$ cat src/rtl/lcd_bus_sequencer.sv
// lcd_bus_sequencer: drives a 16x2 HD44780-style character LCD bus.
// After reset it waits out the panel power-up time and sends the five
// initialisation commands. It then accepts single command or data bytes
// over a ready/request handshake. For each byte it places RS/DATA on the
// bus, gives the setup time, pulses E, holds, and then waits out the
// execution time before it reports ready again. Clear (0x01) and home
// (0x02) commands get the long execution wait.

module lcd_bus_sequencer #(
    parameter int SETUP_CYC      = 4,
    parameter int EN_HIGH_CYC    = 16,
    parameter int CMD_WAIT_CYC   = 2500,
    parameter int CLEAR_WAIT_CYC = 82000,
    parameter int POWERUP_CYC    = 750000
) (
    input  logic       iCLK_50MHZ,
    input  logic       iRST_N,
    input  logic       iREQ,
    input  logic       iRS,
    input  logic [7:0] iDATA,
    output logic       oREADY,
    output logic       oINIT_DONE,
    output logic [7:0] oLCD_DATA,
    output logic       oLCD_RS,
    output logic       oLCD_RW,
    output logic       oLCD_E
);

    // The shared down-counter must hold (largest duration - 1).
    localparam int MAX_A   = (SETUP_CYC > EN_HIGH_CYC) ? SETUP_CYC : EN_HIGH_CYC;
    localparam int MAX_B   = (CMD_WAIT_CYC > CLEAR_WAIT_CYC) ? CMD_WAIT_CYC : CLEAR_WAIT_CYC;
    localparam int MAX_C   = (MAX_A > MAX_B) ? MAX_A : MAX_B;
    localparam int MAX_CYC = (MAX_C > POWERUP_CYC) ? MAX_C : POWERUP_CYC;
    localparam int CNT_W   = (MAX_CYC > 1) ? $clog2(MAX_CYC) : 1;

    // Each state lasts N cycles: the counter is loaded with N-1 on entry
    // and the state is left on the edge where the counter reads zero.
    localparam logic [CNT_W-1:0] SETUP_RELOAD   = CNT_W'(SETUP_CYC - 1);
    localparam logic [CNT_W-1:0] EN_RELOAD      = CNT_W'(EN_HIGH_CYC - 1);
    localparam logic [CNT_W-1:0] CMD_RELOAD     = CNT_W'(CMD_WAIT_CYC - 1);
    localparam logic [CNT_W-1:0] CLEAR_RELOAD   = CNT_W'(CLEAR_WAIT_CYC - 1);
    localparam logic [CNT_W-1:0] POWERUP_RELOAD = CNT_W'(POWERUP_CYC - 1);

    localparam logic [2:0] LAST_INIT_IDX = 3'd4;

    typedef enum logic [2:0] {
        ST_POWERUP,
        ST_LOAD,
        ST_SETUP,
        ST_STROBE,
        ST_HOLD,
        ST_WAIT,
        ST_IDLE
    } state_t;

    state_t           state;
    state_t           state_n;
    logic [CNT_W-1:0] cnt;
    logic [CNT_W-1:0] cnt_n;
    logic [2:0]       idx;
    logic [2:0]       idx_n;
    logic             e_n;
    logic             rs_n;
    logic [7:0]       data_n;
    logic             ready_n;
    logic             done_n;
    logic             cnt_zero;
    logic             long_wait;

    // Power-up initialisation command list.
    function automatic logic [7:0] init_rom(input logic [2:0] i);
        logic [7:0] b;
        case (i)
            3'd0:    b = 8'h38;
            3'd1:    b = 8'h0C;
            3'd2:    b = 8'h01;
            3'd3:    b = 8'h06;
            default: b = 8'h80;
        endcase
        return b;
    endfunction

    assign cnt_zero  = (cnt == '0);
    assign long_wait = !oLCD_RS && ((oLCD_DATA == 8'h01) || (oLCD_DATA == 8'h02));
    assign oLCD_RW   = 1'b0;

    // State, counter, init index and all bus outputs are registered here;
    // the async reset also drops E at once if it lands mid-strobe.
    always_ff @(posedge iCLK_50MHZ or negedge iRST_N) begin
        if (!iRST_N) begin
            state      <= ST_POWERUP;
            cnt        <= POWERUP_RELOAD;
            idx        <= 3'd0;
            oLCD_E     <= 1'b0;
            oLCD_RS    <= 1'b0;
            oLCD_DATA  <= 8'h00;
            oREADY     <= 1'b0;
            oINIT_DONE <= 1'b0;
        end else begin
            state      <= state_n;
            cnt        <= cnt_n;
            idx        <= idx_n;
            oLCD_E     <= e_n;
            oLCD_RS    <= rs_n;
            oLCD_DATA  <= data_n;
            oREADY     <= ready_n;
            oINIT_DONE <= done_n;
        end
    end

    // Next-state logic; every transition reloads the counter for the new
    // state and computes the next value of each registered output.
    always_comb begin
        state_n = state;
        cnt_n   = cnt_zero ? cnt : cnt - CNT_W'(1);
        idx_n   = idx;
        e_n     = oLCD_E;
        rs_n    = oLCD_RS;
        data_n  = oLCD_DATA;
        ready_n = oREADY;
        done_n  = oINIT_DONE;

        case (state)
            ST_POWERUP: begin
                if (cnt_zero) begin
                    state_n = ST_LOAD;
                    cnt_n   = '0;
                end
            end

            ST_LOAD: begin
                rs_n    = 1'b0;
                data_n  = init_rom(idx);
                state_n = ST_SETUP;
                cnt_n   = SETUP_RELOAD;
            end

            ST_SETUP: begin
                if (cnt_zero) begin
                    state_n = ST_STROBE;
                    cnt_n   = EN_RELOAD;
                    e_n     = 1'b1;
                end
            end

            ST_STROBE: begin
                if (cnt_zero) begin
                    state_n = ST_HOLD;
                    cnt_n   = SETUP_RELOAD;
                    e_n     = 1'b0;
                end
            end

            ST_HOLD: begin
                if (cnt_zero) begin
                    state_n = ST_WAIT;
                    cnt_n   = long_wait ? CLEAR_RELOAD : CMD_RELOAD;
                end
            end

            ST_WAIT: begin
                if (cnt_zero) begin
                    if (!oINIT_DONE && (idx < LAST_INIT_IDX)) begin
                        idx_n   = idx + 3'd1;
                        state_n = ST_LOAD;
                        cnt_n   = '0;
                    end else begin
                        done_n  = 1'b1;
                        ready_n = 1'b1;
                        state_n = ST_IDLE;
                        cnt_n   = '0;
                    end
                end
            end

            ST_IDLE: begin
                if (iREQ && oREADY) begin
                    rs_n    = iRS;
                    data_n  = iDATA;
                    ready_n = 1'b0;
                    state_n = ST_SETUP;
                    cnt_n   = SETUP_RELOAD;
                end
            end

            default: begin
                state_n = ST_POWERUP;
                cnt_n   = POWERUP_RELOAD;
            end
        endcase
    end

endmodule

$ cat config.mk
export PLATFORM = sky130hd
export DESIGN_NAME = lcd_bus_sequencer
export DESIGN_NICKNAME = d
export VERILOG_FILES = /design/src/rtl/lcd_bus_sequencer.sv
export SDC_FILE = /design/constraint.sdc
export NUM_CORES = 1
export LEC_CHECK = 0
export CAP_MARGIN = 40
export CORE_MARGIN = 5
export CORE_UTILIZATION = 30
export DETAILED_ROUTE_END_ITERATION = 10
export DONT_BUFFER_PORTS = 1
export PLACE_DENSITY_LB_ADDON = 0.15
export SLEW_MARGIN = 20
export SYNTH_ARGS = -nofsm -noshare
export SYNTH_HDL_FRONTEND = slang
export SYNTH_SLANG_ARGS = --single-unit
$ cat constraint.sdc
create_clock -name iCLK_50MHZ -period 2.5 [get_ports iCLK_50MHZ]
set_clock_uncertainty 0.1 [all_clocks]
set_input_delay 0.5 -clock iCLK_50MHZ [delete_from_list [all_inputs] [get_ports iCLK_50MHZ]]
set_output_delay 0.5 -clock iCLK_50MHZ [all_outputs]
set_load 0.05 [all_outputs]
# Word-level counts from Yosys, hierarchy flattened
# Index checks and enable logic that the tools add are counted.
[classes] reduce_logical=19 addsub=2 eq_ne=18 bitwise_logic=1 n_lt_le_gt_ge=1 muxes=28
[op_table] operator="$mux W20" count=6
[op_table] operator="$pmux W20 S6" count=1
[op_table] operator="$pmux W8 S4" count=1
[op_table] operator="$mux W3" count=7
[op_table] operator="$pmux W3 S7" count=1
[op_table] operator="$logic_not A20 Y1" count=1
[op_table] operator="$sub A20 B1 Y20 const B" count=1
[op_table] operator="$mux W17" count=1
[op_table] operator="$pmux W8 S2" count=1
[op_table] operator="$ne A2 B2 Y1 const B" count=7
[op_table] operator="$eq A3 B2 Y1 const B" count=4
[op_table] operator="$eq A3 B3 Y1 const B" count=3
[op_table] operator="$reduce_and A3 Y1" count=3
[op_table] operator="$eq A8 B1 Y1 const B" count=1
[op_table] operator="$eq A8 B2 Y1 const B" count=1
[op_table] operator="$mux W8" count=1
[op_table] operator="$eq A3 B1 Y1 const B" count=2
[op_table] operator="$logic_not A3 Y1" count=2
[op_table] operator="$mux W1" count=6
[op_table] operator="$pmux W1 S2" count=3
[op_table] operator="$reduce_and A6 Y1" count=1
[op_table] operator="$reduce_bool A2 Y1" count=3
[op_table] operator="$reduce_and A4 Y1" count=1
[op_table] operator="$add A3 B1 Y3 const B" count=1
[op_table] operator="7 further kinds" count=10
[word_totals] in_bits=12 elab_cells=77 regBits=38

# Longest topological paths before layout
[depth] word_depth=6 ltp_mapped=13

# Worst setup path before layout
# OpenSTA, ideal clock, no wires.
[synth_timing] path_kind="reg-to-reg" start="register cnt[11]" end="register cnt[0]" arrival_ps=2407 period_less_slack_ps=2586 n_path_buf=3 slack_ps=-86 setup_ps=79 stages_incl_launch_ff=11 path_cell_list="dfrtp_1 -> or4_4 -> and4bb_1 -> buf_4 -> and2_1 -> buf_6 -> inv_4 -> buf_2 -> ha_1 -> a221o_1 -> o21ai_0"
[synth_via] elab_chain_cells=4 word_cells_on_any_way=8 classes_between="mux (7); reduce/logical (1)"
[synth_rtl] element="from (decl)" line_no="58" text="logic [CNT_W-1:0] cnt;"
[synth_rtl] element="from (signal assigned)" line_no="101" text="cnt <= cnt_n;"
[synth_rtl] element="$logic_not A20 Y1 (*)" line_no="83" text="assign cnt_zero = (cnt == '0);"
[synth_rtl] element="$mux W20" line_no="115" text="cnt_n = cnt_zero ? cnt : cnt - CNT_W'(1);"
[synth_rtl] element="$mux W20, on equally long branches"
[synth_rtl] element="$pmux W20 S6 (*)" line_no="123" text="case (state)"
[synth_rtl] element="net cnt_n[0]" line_no="59" text="logic [CNT_W-1:0] cnt_n;"
# Mark *: on every way through the listed nets, which the timed path passes. The rest lies on a longest branch.
# A chain may end at the register's enable or synchronous reset.

# Final worst setup path
[layout_timing] start="register cnt[10]" end="register idx[1]"
[layout_via] elab_chain_cells=2
[layout_rtl] element="$logic_not A20 Y1" line_no="83"
[layout_rtl] element="$reduce_and A3 Y1 (no source line)"
[layout_rtl] element="to (signal assigned)" line_no="102" text="idx <= idx_n;"
[layout_rtl] element="to (decl)" line_no="60" text="logic [2:0] idx;"
# Every way passes these cells.

==> results.md <==
CTS:
- After clock tree synthesis, the setup repair step added 0 buffers.
- Gates resized during post-CTS repair numbered 0.
- After clock tree synthesis, the clock-pin slew on the worst setup and hold paths is 90 ps.
- The number of clock buffers inserted by TritonCTS is 5.
- The longest clock path from root to sink contains 2 buffers.
- The tree is rooted in a clkbuf_8.
- The number of hold buffers added after CTS was 2.
- TritonCTS built the clock tree.
- The clock reaches the later pin of the worst-skew pair after 290 ps.
- The number of H-tree branching levels is 2.
- The tree built by TritonCTS fans out to 38 sinks.

Global route:
- The maximum number of pins on one net before global-route repair is 39.
- The number of global-route vias before repair was 2074.
- The initial antenna violation count is 0.
- The combined global-route utilization of all metal layers is 12.7%.
- The first global-routing pass estimated 10200 um of wire.
- The aggregate global routing overflow is 0.

Worst setup path:
- The highest-delay cell along the critical path is or4_4.
- The worst setup path is launched from a flip-flop.
- The number of buffers and inverters on the critical path is 1.
- The largest single stage delay on the critical path is 560 ps.
- STA puts the critical path data arrival time at 2480 ps.
- The worst setup path is of the reg -> reg kind.
- At the worst endpoint, the required time is 2580 ps.
- The logic depth of the worst setup path including buffers is 6.
- The cell family contributing the most delay on the critical path is simple AND/OR/NAND/NOR gates.
- In this run the worst path has a maximum fanout of 18.
- The worst-case reg-to-reg path depth is 6.
- The capturing element type of the critical path is a flip-flop.
- The signal on the critical path passes through or4_4 > and4bb_1 > and2_4 > inv_8 > nor4b_4 > mux2_1.

Outcome:
- The run finished with clean final reports.

Min path:
- The worst hold path was traced through 2 stages.
- The kind of path behind the tightest hold check is in -> reg.

Cells and area:
- The post-synthesis to final-layout area growth is 14.0%.
- Cells fill 35.2% of the core in the end.
- The top cell types in the final layout, fill and taps aside, are 32 x nor2_1, 25 x dfrtp_1, 23 x a21oi_1.
- The final design area excluding fillers is 0.00272 mm^2.
- The sequential cells in the finished layout cover a total of 967 um^2.
- Summing all multi-input logic gate instances after layout gives 0.00132 mm^2.
- The library cell used most frequently in the layout, excluding fill and tap cells, is nor2_1.
- Fill cells in the final layout number 797.
- After the last flow step, the layout net total stands at 291.
- The number of antenna repair diodes is 0.
- The share of final-layout standard cells stronger than drive strength 1 is 18.1%.

STA:
- The relative max-transition margin is 60.8%.
- The max-slew violation count is 0.
- Setup repair after global routing left no endpoint under its margin.
- The highest attainable clock frequency is 417 MHz.
- The count of final setup violators is 0.
- The hold violation count in the final report was 0.
- The final critical path time including I/O delays and setup is 2400 ps.
- At the pin with the least slew margin, the transition time is 579 ps.
- The final critical path takes up 95.9% of the cycle.
- In the final timing run, aggregate negative setup slack is 0 ps.

Yosys:
- In the synthesized netlist the async set-or-reset flop fraction comes to 100%.
- The synthesized area divided by synthesized cell count is 9.15 um^2.
- The net count of the mapped netlist is 282.
- Counting flops and latches in the post-synthesis netlist gives 38.
- For this run, the leading register cell type out of synthesis is dfrtp_1.
- During synthesis, Yosys emitted a total of 0 warnings.
- The count of mapped cells out of synthesis is 261.
- The sequential share of the synthesized area is 40.5%.
- Summing every instance area after synthesis gives 0.00239 mm^2.
- Counting flops with a built-in enable in the synthesized netlist gives 0.
- The number of distinct library cell variants in the gate-level netlist after synthesis is 57.

Floorplanning:
- The initial utilization of the core area, before any placement, comes to 30.9%.
- The number of rows created at floorplan is 32.
- The core region area is 0.00773 mm^2.
- The die covers 0.00985 mm^2.
- The width of the die is 99.2 um.
- Pin placement for this block handled 25 I/O pins.
- Measured along the y axis, the die boundary spans 99.2 um.

Route:
- The post-detailed-route via-to-cell ratio is 5.25.
- The routed layout has 1960 vias.
- The detailed router's first-iteration violation count is 137.
- Once detail routing completed, the nets flagged for antenna violations numbered 0.
- The average wire length per cell after detail routing is 15.7 um.
- The first TritonRoute pass finished after 4 iterations.
- After detailed routing, the number of remaining DRC violations is 0.
- For this block, the routed nets add up to 5860 um of wire.

Job:
- The tool flagged a number of max-cap violations equal to 0.

Power:
- VDD sags by at most 188 uV.
- The logic gate share of total power is 2.1%.
- The static leakage power is 1.07 nW.
- In this run the power spent charging and discharging nets is 0.262 mW.
- In this run the power density over the cells is 433 mW/mm^2.
- The internal power of the cells totals 0.918 mW.
- The clock share of power is 45.8%.
- The proportion of power drawn by flip-flops and latches is 52.1%.
- Total power for the finished layout comes to 1.18 mW.
- In this run switching power makes up 22.2% of total power.

Placed design:
- The HPWL after detailed placement is 4240 um.
- The placed instances occupy a cell area of 0.00258 mm^2.
- The congestion estimate from routability-driven global placement came to 0.738.
- The count of buffers added on input and output ports is 0.
## final cells by class
type / instances / area share (%)
Clock buffer: 5 / 2.53
Clock inverter: 3 / 1.65
Inverter: 11 / 1.79
Multi-Input combinational cell: 196 / 48.3
Sequential cell: 38 / 35.5
Tap cell: 102 / 4.69
Timing Repair Buffer: 18 / 5.51
## power groups by stage
stage	registers [mW]	logic (mW)	clock network, mW
floorplan	0.627	0.00884	0
global placement	0.627	0.00823	0
detailed placement	0.627	0.00816	0
CTS	0.615	0.0264	0.553
global route	0.615	0.0289	0.585
finish	0.615	0.0248	0.540
## cells by family (layout without fill, tap and decap cells)
logic type / after synthesis / in the layout / synth area share (%)
AND/OR/NAND/NOR: 91 / 91 / 20.8
XOR/XNOR: 17 / 17 / 6.23
flip-flops: 38 / 38 / 40.5
AO/OA/AOI/OAI: 75 / 75 / 21.2
buffers and inverters: 27 / 37 / 5.03
multiplexers: 3 / 3 / 1.31
adder cells (fa/ha/maj): 9 / 9 / 4.71
other: 1 / 1 / 0.157
## through the flow
stage	hold slack, ps	setup WS [ps]	std cells
2_1_floorplan	104	1.24	261
3_3_place_gp	107	142	363
3_5_place_dp	107	96.4	363
4_1_cts	233	81.7	373
5_1_grt	237	12.9	373
6_report	242	103	373
## flip-flops by register name, indices dropped and copies added (netlist names)
register / flops
cnt: 20
idx: 3
oINIT_DONE: 1
oLCD_DATA: 8
oLCD_E: 1
oLCD_RS: 1
oREADY: 1
state: 3
## synthesized netlist by cell type, drive strengths merged (3+ instances only)
cell / number / area, um^2
a2111oi: 3 / 26.3
a211oi: 5 / 37.5
a21oi: 23 / 115
a22oi: 4 / 30.0
a31oi: 4 / 25.0
and2: 3 / 18.8
and3: 3 / 18.8
buf: 5 / 35.0
clkbuf: 11 / 41.3
dfrtp: 25 / 626
dfstp: 13 / 342
ha: 9 / 113
inv: 11 / 43.8
nand2: 13 / 48.8
nand2b: 3 / 18.8
nand3: 8 / 40.0
nor2: 32 / 120
nor3: 8 / 40.0
nor4: 6 / 43.8
o21ai: 15 / 75.1
o311ai: 3 / 26.3
or2: 3 / 18.8
or4: 3 / 26.3
xnor2: 16 / 140
## worst paths after layout
kind                       slack [ps]      endpoint      from
hold reg to reg                   460       cnt[15]   cnt[15]
min in group asynchronous         560        cnt[9]    iRST_N
max in group asynchronous        1480       cnt[16]    iRST_N
hold / removal                    240  oLCD_DATA[1]  iDATA[1]
setup reg to reg                  100        idx[1]   cnt[10]
setup / recovery                  100        idx[1]   cnt[10]
## per-layer routing
| metal | GRT usage, % | vias up | routed length [um] |
|---|---|---|---|
| met2 | 20.3 | 39 | 2760 |
| met1 | 16.9 | 948 | 2730 |
| met5 | 0 | - | 0 |
| met3 | 4.00 | 5 | 321 |
| met4 | 2.52 | 0 | 45 |
| li1 | - | 968 | - |
Power figures use the tool's default switching activity.
